`config.mk`:
```
export PLATFORM = sky130hd
export DESIGN_NAME = alu_result_stage
export DESIGN_NICKNAME = d
export VERILOG_FILES = /design/src/rtl/alu_pkg.sv /design/src/rtl/alu_perf_ctr.sv /design/src/rtl/alu_result_stage.sv
export SDC_FILE = /design/constraint.sdc
export NUM_CORES = 1
export LEC_CHECK = 0
export BUFFER_PORTS_ARGS = -buffer_cell sky130_fd_sc_hd__buf_2
export CORE_MARGIN = 3
export CORE_UTILIZATION = 54
export CTS_BUF_LIST = sky130_fd_sc_hd__clkbuf_8 sky130_fd_sc_hd__clkbuf_16
export DETAILED_ROUTE_END_ITERATION = 10
export PLACE_DENSITY_LB_ADDON = 0.25
export SLEW_MARGIN = 0
export SYNTH_ARGS = -nofsm -noshare
export SYNTH_HDL_FRONTEND = slang
export SYNTH_SLANG_ARGS = --single-unit
```
`constraint.sdc`:
```
create_clock -name clk -period 2.2 [get_ports clk]
set_clock_uncertainty 0.2 [all_clocks]
set_input_delay 0.22 -clock clk [delete_from_list [all_inputs] [get_ports clk]]
set_output_delay 0.22 -clock clk [all_outputs]
set_load 0.01 [all_outputs]
```
`src/rtl/alu_pkg.sv`:
```
// Shared types for the ALU result stage: payload struct and occupancy states.
package alu_pkg;

    localparam int unsigned DATA_W = 32;
    localparam int unsigned RD_W   = 5;

    typedef struct packed {
        logic [DATA_W-1:0] res;
        logic              zero;
        logic [RD_W-1:0]   rd;
        logic              we;
    } alu_res_t;

    typedef enum logic [1:0] {
        EMPTY = 2'd0,
        ONE   = 2'd1,
        TWO   = 2'd2
    } stage_state_t;

endpackage

```
`src/rtl/alu_perf_ctr.sv`:
```
// 32-bit wrapping event counter with increment enable and synchronous reset.
module alu_perf_ctr (
    input  logic        clk,
    input  logic        rst,
    input  logic        inc_i,
    output logic [31:0] count_o
);

    logic [31:0] count_q;
    logic [31:0] count_d;

    always_comb begin
        count_d = count_q;
        if (inc_i) begin
            count_d = count_q + 32'd1;
        end
    end

    always_ff @(posedge clk) begin
        if (rst) begin
            count_q <= '0;
        end else begin
            count_q <= count_d;
        end
    end

    assign count_o = count_q;

endmodule

```
`src/rtl/alu_result_stage.sv`:
```
// Registered ALU output stage with a 2-entry skid buffer and synchronous flush.
// Define ALU_RES_PERF_EN to add the perf_xfers / perf_zeros transfer counters.
module alu_result_stage #(
    parameter int unsigned DATA_W = alu_pkg::DATA_W,
    parameter int unsigned RD_W   = alu_pkg::RD_W
) (
    input  logic              clk,
    input  logic              rst,
    input  logic              in_valid,
    output logic              in_ready,
    input  logic [DATA_W-1:0] in_res,
    input  logic              in_zero,
    input  logic [RD_W-1:0]   in_rd,
    input  logic              in_we,
    input  logic              flush,
    output logic              out_valid,
    input  logic              out_ready,
    output logic [DATA_W-1:0] out_res,
    output logic              out_zero,
    output logic [RD_W-1:0]   out_rd,
    output logic              out_we
`ifdef ALU_RES_PERF_EN
    ,
    output logic [31:0]       perf_xfers,
    output logic [31:0]       perf_zeros
`endif
);

    import alu_pkg::*;

    stage_state_t state_q, state_d;
    alu_res_t     main_q, main_d;
    alu_res_t     skid_q, skid_d;
    logic         in_ready_q, in_ready_d;
    alu_res_t     in_entry;
    logic         in_xfer;

    assign in_entry = '{res: in_res, zero: in_zero, rd: in_rd, we: in_we};
    assign in_xfer  = in_valid & in_ready_q;

    always_comb begin
        state_d    = state_q;
        main_d     = main_q;
        skid_d     = skid_q;
        in_ready_d = in_ready_q;
        if (flush) begin
            state_d    = EMPTY;
            main_d     = '0;
            skid_d     = '0;
            in_ready_d = 1'b1;
        end else begin
            case (state_q)
                EMPTY: begin
                    if (in_xfer) begin
                        main_d  = in_entry;
                        state_d = ONE;
                    end
                end
                ONE: begin
                    if (in_xfer && out_ready) begin
                        main_d = in_entry;
                    end else if (in_xfer) begin
                        skid_d     = in_entry;
                        state_d    = TWO;
                        in_ready_d = 1'b0;
                    end else if (out_ready) begin
                        state_d = EMPTY;
                    end
                end
                TWO: begin
                    if (out_ready) begin
                        main_d     = skid_q;
                        skid_d     = '0;
                        state_d    = ONE;
                        in_ready_d = 1'b1;
                    end
                end
                default: begin
                    state_d    = EMPTY;
                    in_ready_d = 1'b1;
                end
            endcase
        end
    end

    always_ff @(posedge clk) begin
        if (rst) begin
            state_q    <= EMPTY;
            main_q     <= '0;
            skid_q     <= '0;
            in_ready_q <= 1'b1;
        end else begin
            state_q    <= state_d;
            main_q     <= main_d;
            skid_q     <= skid_d;
            in_ready_q <= in_ready_d;
        end
    end

    assign in_ready  = in_ready_q;
    assign out_valid = (state_q != EMPTY);
    assign out_res   = main_q.res;
    assign out_zero  = main_q.zero;
    assign out_rd    = main_q.rd;
    // Main entry keeps stale payload after draining, so we must be qualified.
    assign out_we    = main_q.we & out_valid;

`ifdef ALU_RES_PERF_EN
    logic out_xfer;
    assign out_xfer = out_valid & out_ready;

    alu_perf_ctr u_ctr_xfers (
        .clk     (clk),
        .rst     (rst),
        .inc_i   (out_xfer),
        .count_o (perf_xfers)
    );

    alu_perf_ctr u_ctr_zeros (
        .clk     (clk),
        .rst     (rst),
        .inc_i   (out_xfer & main_q.zero),
        .count_o (perf_zeros)
    );
`endif

endmodule

```
# == After elaboration in Yosys (flattened, before gate mapping) ==
# Cells that the tools add are included.
# classes
reduce_logical,10
bitwise,3
shift,0
mul,0
add_sub_neg,0
n_eq_ne,8
order_cmp,0
div,0
mux,17
# op_table
op,count
$mux W39,5
$pmux W39 S3,1
$pmux W39 S2,1
$reduce_and A4 Y1,4
$mux W2,5
$ne A2 B2 Y1 const B,5
$pmux W2 S3,1
$reduce_bool A2 Y1,2
$mux W1,3
$ne A3 B3 Y1 const B,1
$pmux W1 S3,1
$reduce_bool A3 Y1,1
$and A1 B1 Y1,2
$eq A2 B1 Y1 const B,1
$eq A2 B2 Y1 const B,1
$logic_not A2 Y1,1
$reduce_or A2 Y1,1
$logic_and A1 B1 Y1,1
$not A1 Y1,1
# totals
out_inout_bits,41
mem_bits_rw,0
elab_cells,48
romBits,0
latch_bits,0
ff_bits,81
memories,0
in_bits,44

# == Longest topological paths before layout ==
# logic_depth
ltp_word,4
depth_mapped,6
depth_no_buf,4

# == Worst setup path after synthesis ==
# Ideal clock, no wire load.
# synth_timing
kind,register to register
start,register in_ready_q (netlist: in_ready)
end,register skid_q[28] in the netlist's numbering
path_buffers,2
period_less_slack_ns,1.755
path_slack_ns,0.445
arrival_time_ns,1.428
t_required_ns,1.872
setup_ns,0.128
path_stages_with_launch,7
path_cell_list,dfxtp_1 > nand2_1 > nor3b_2 > buf_4 > buf_6 > mux2i_1 > nor2_1
# synth_between
elab_chain_cells,4
elab_cells_between_ends,5
classes_between,2 x eq/ne; 1 x bitwise; 2 x reduce/logical
# synth_lines
element,line,text
from (decl),alu_result_stage.sv:34,"logic in_ready_q, in_ready_d;"
from (signal assigned),alu_result_stage.sv:96,in_ready_q <= in_ready_d;
$and A1 B1 Y1 *,alu_result_stage.sv:39,assign in_xfer = in_valid & in_ready_q;
$logic_and A1 B1 Y1,alu_result_stage.sv:60,if (in_xfer && out_ready) begin
$ne A2 B2 Y1 (no line),n/a,
$reduce_and A4 Y1 (no line) *,n/a,
to (signal assigned),alu_result_stage.sv:95,skid_q <= skid_d;
to (decl),alu_result_stage.sv:33,"alu_res_t skid_q, skid_d;"
# Mark *: on every way between the ends. The rest lies on a longest branch, timed or not.
# A chain may end at the register's enable or synchronous reset.

# == Final worst setup path ==
# layout_timing
start,input out_ready
end,register skid_q[32] in the netlist's numbering
# layout_between
elab_chain_cells,3
elab_cells_between_ends,4
classes_between,2 x eq/ne; 2 x reduce/logical
# layout_lines
element,line,text
from (decl),alu_result_stage.sv:17,"input logic out_ready,"
$logic_and A1 B1 Y1,alu_result_stage.sv:60,
$ne A2 B2 Y1 (no line),n/a,
$reduce_and A4 Y1 (no line) *,n/a,
# Marks and branches as above.

==> impl_results.md <==
* Die width at about 90 um
* Post-CTS setup buffer count at 0
* Seq/Total Area, Yosys at between 40% and 50%
* Cell type with the largest total area after synthesis: dfxtp_1
* Slew @ Worst Pin at about 830 ps
* First-pass GRT wire length at between 10 and 15 mm
* VDD IR max at 0.436 mV
* Initial antenna violation count at 0
* ANT nets after route at 0
* # clock sinks at slightly above 80
* Port bufs at 84
* Row Count at 30
* Die height at 90.3 um
* Worst-path maximum fanout at 12
* Crit path kind: in -> reg
* Sequential cell area at around 1600 sq um
* Dpl cells at around 530
* Post-DP HPWL at roughly 5.0 mm
* Initial DRC count at 125
* Worst-path cell chain: dlygate4sd3_1 -> buf_2 -> and2b_1 -> nor3b_4 -> buf_4 -> mux2i_1 -> nor2_1
* Post-synth ARST share at 0%
* Reg-to-reg slack, setup at 350 ps
* Final wirelength at 7.97 mm
* CTS Buf Count at 9
* # IOs at 85
* H-tree depth at 3
* Crit share post-route at 91.0%
* Post-Syn Nets at 450
* Placer Congestion at 0.759
* Critical Path AT at slightly below 2000 ps
* DR WL/cell at 13.6 um
* Power Density at about 630 nW/um^2
* Top FF cell, synth: dfxtp_1
* Share of layout cells above drive strength 1 at 23.6%
* Core area at 6830 sq um
* Slew headroom at between 40 and 50%
* Final Slew Violations at 0
* Final Hold Viols at 0
* Crit-path max cell delay at 550 ps
* CTS tree: yes
* DRC Markers at 0
* Cell count after synthesis at 406
* Worst Hold Path Cells at 4
* CP Capture Type: flip-flop
* Warnings, synthesis at 0
* Largest net degree at the start of global routing at 80
* Non-Filler Instances at between 500 and 600
* Area contributors post-synth: dfxtp_1 (42%), mux2i_1 (20%), nor2_1 (7.8%), a211oi_1 (7.6%), buf_4 (7.6%)
* Antenna diode count at 0
* Reg-to-Reg Start: state_q[1]
* RSZ-0062 raised after global routing: no
* Synthesis-to-finish area growth at 21.6%
* Fmax at around 500 MHz
* Routed via count at 2926
* Die area at 8160 sq um
* Worst-case hold path end point: in_ready
* Top post-synthesis cells by count: dfxtp_1 (81), nor2_1 (80), mux2i_1 (78), and2_1 (40)
* Leakage power at 2.20 nW
* Max Cap Viol at 0
* Multi-input gate area at 1780 sq um
* Setup_tns at 0 ps
* Worst-path clk slew at 70 ps
* Hold path start: in_valid
* Endpoints failing setup at 0
* Residual overflow from global routing at 0
* HP Class: in -> reg
* Synth cell types at 24
* R2r endpoint: out_res[16]
* Min setup slack post-route at 198 ps
* Final #Nets at between 500 and 600
* Fin crit period at 2000 ps
* Placement Setup Slack at 360 ps
* Vias/cell at 4.98
* Root Buffer: clkbuf_8
* Status: finished, final reports clean
* Mean Syn Cell Area at 9.46 sq um
* Layout filler cell count at 558
* R2r worst-path depth at 5
* Hold WS at 102 ps
* Clock buffer depth at 2
* Post-synth top area share at 42.2%
* Most common cell in the netlist: dfxtp_1
* DRT Pass-1 Iters at 4
* Number of synthesized register bits at 81
* Post-synth EDFFs at 0
* CP required at 2190 ps
* Slowest CP cell: dlygate4sd3_1
* Critical Path Start Type: primary input
* Mapped cell area at 3840 sq um
* Initial Util at 56.2%
* Total power at a little under 3 mW
* Number of global-route vias before repair at a little under 3k
* Worst skew pair latency at 330 ps
* Global Route Usage Sum at 20.1%
[cell usage in the layout, fill, tap and decap left out, types with 2 or more instances in the layout]
cell and n:
a211oi_1 39, a21oi_1 2, and2_1 40, buf_12 3, buf_2 84, buf_4 8
clkbuf_8 13, clkinv_2 2, dfxtp_1 81, dlygate4sd3_1 42, mux2i_1 78, nand2_1 4
nor2_1 80, o21ai_0 2
[sequential cells by signal (all words and copies together) (netlist names)]
signal	cells
in_ready	1
main_q	1
out_rd	5
out_res	32
out_zero	1
skid_q	39
state_q	2
[power by group]
group	leakage, nW	internal, mW	switching (mW)
clock	0.107	0.526	0.495
sequential	0.658	1.51	0.0236
combinational	1.43	0.185	0.197
total	2.20	2.22	0.715
[layout make-up]
type,count,area share (%)
clock buffers,13,3.83
clock inverters,3,0.295
multi-input cells,257,38.0
flip-flops and latches,81,34.7
well taps,96,2.57
repair buffers,137,20.6
[cell families after synthesis]
group                  synth area share, %
and+or+nand+nor                       16.5
DFF                                   42.2
muxes                                 20.3
buffers and inverters                 11.8
AOI/OAI and AO/OA                     9.22
[metrics by stage]
step,utilization [%],area (sq um)
finish,68.4,4670
global placement,59.4,4060
floorplan,-,3840
global route,68.4,4670
CTS,68.4,4670
detailed placement,59.4,4060
[routing by layer]
metal | wire length [um] | global-route usage (%) | up-vias
met5 | 0 | 0 | -
li1 | - | - | 1503
met2 | 3810 | 33.3 | 65
met1 | 3750 | 25.7 | 1349
met4 | 88 | 7.27 | 0
met3 | 324 | 4.42 | 9
[how the worst max path moves through the flow]
stage	startpoint	end	slack (ps)
6_report	out_ready	skid_q[32]	200
2_1_floorplan	in_ready	skid_q[28]	440
4_1_cts	out_ready	skid_q[36]	190
3_5_place_dp	state_q[1]	out_res[23]	360
5_1_grt	out_ready	skid_q[36]	100
3_3_place_gp	in_ready	skid_q[34]	370
[what timing repair did]
item                                   in CTS  in global routing
hold buffers                               42                  0
resized for setup                           0                  0
endpoints found under the hold margin      42                  0
[critical path: cells and delay by family]
kind,cells,cell delay (ps)
buffers and inverters,3,1010
muxes,1,220
and+or+nand+nor,3,550
Note: power is estimated with default switching activity, not from simulation.
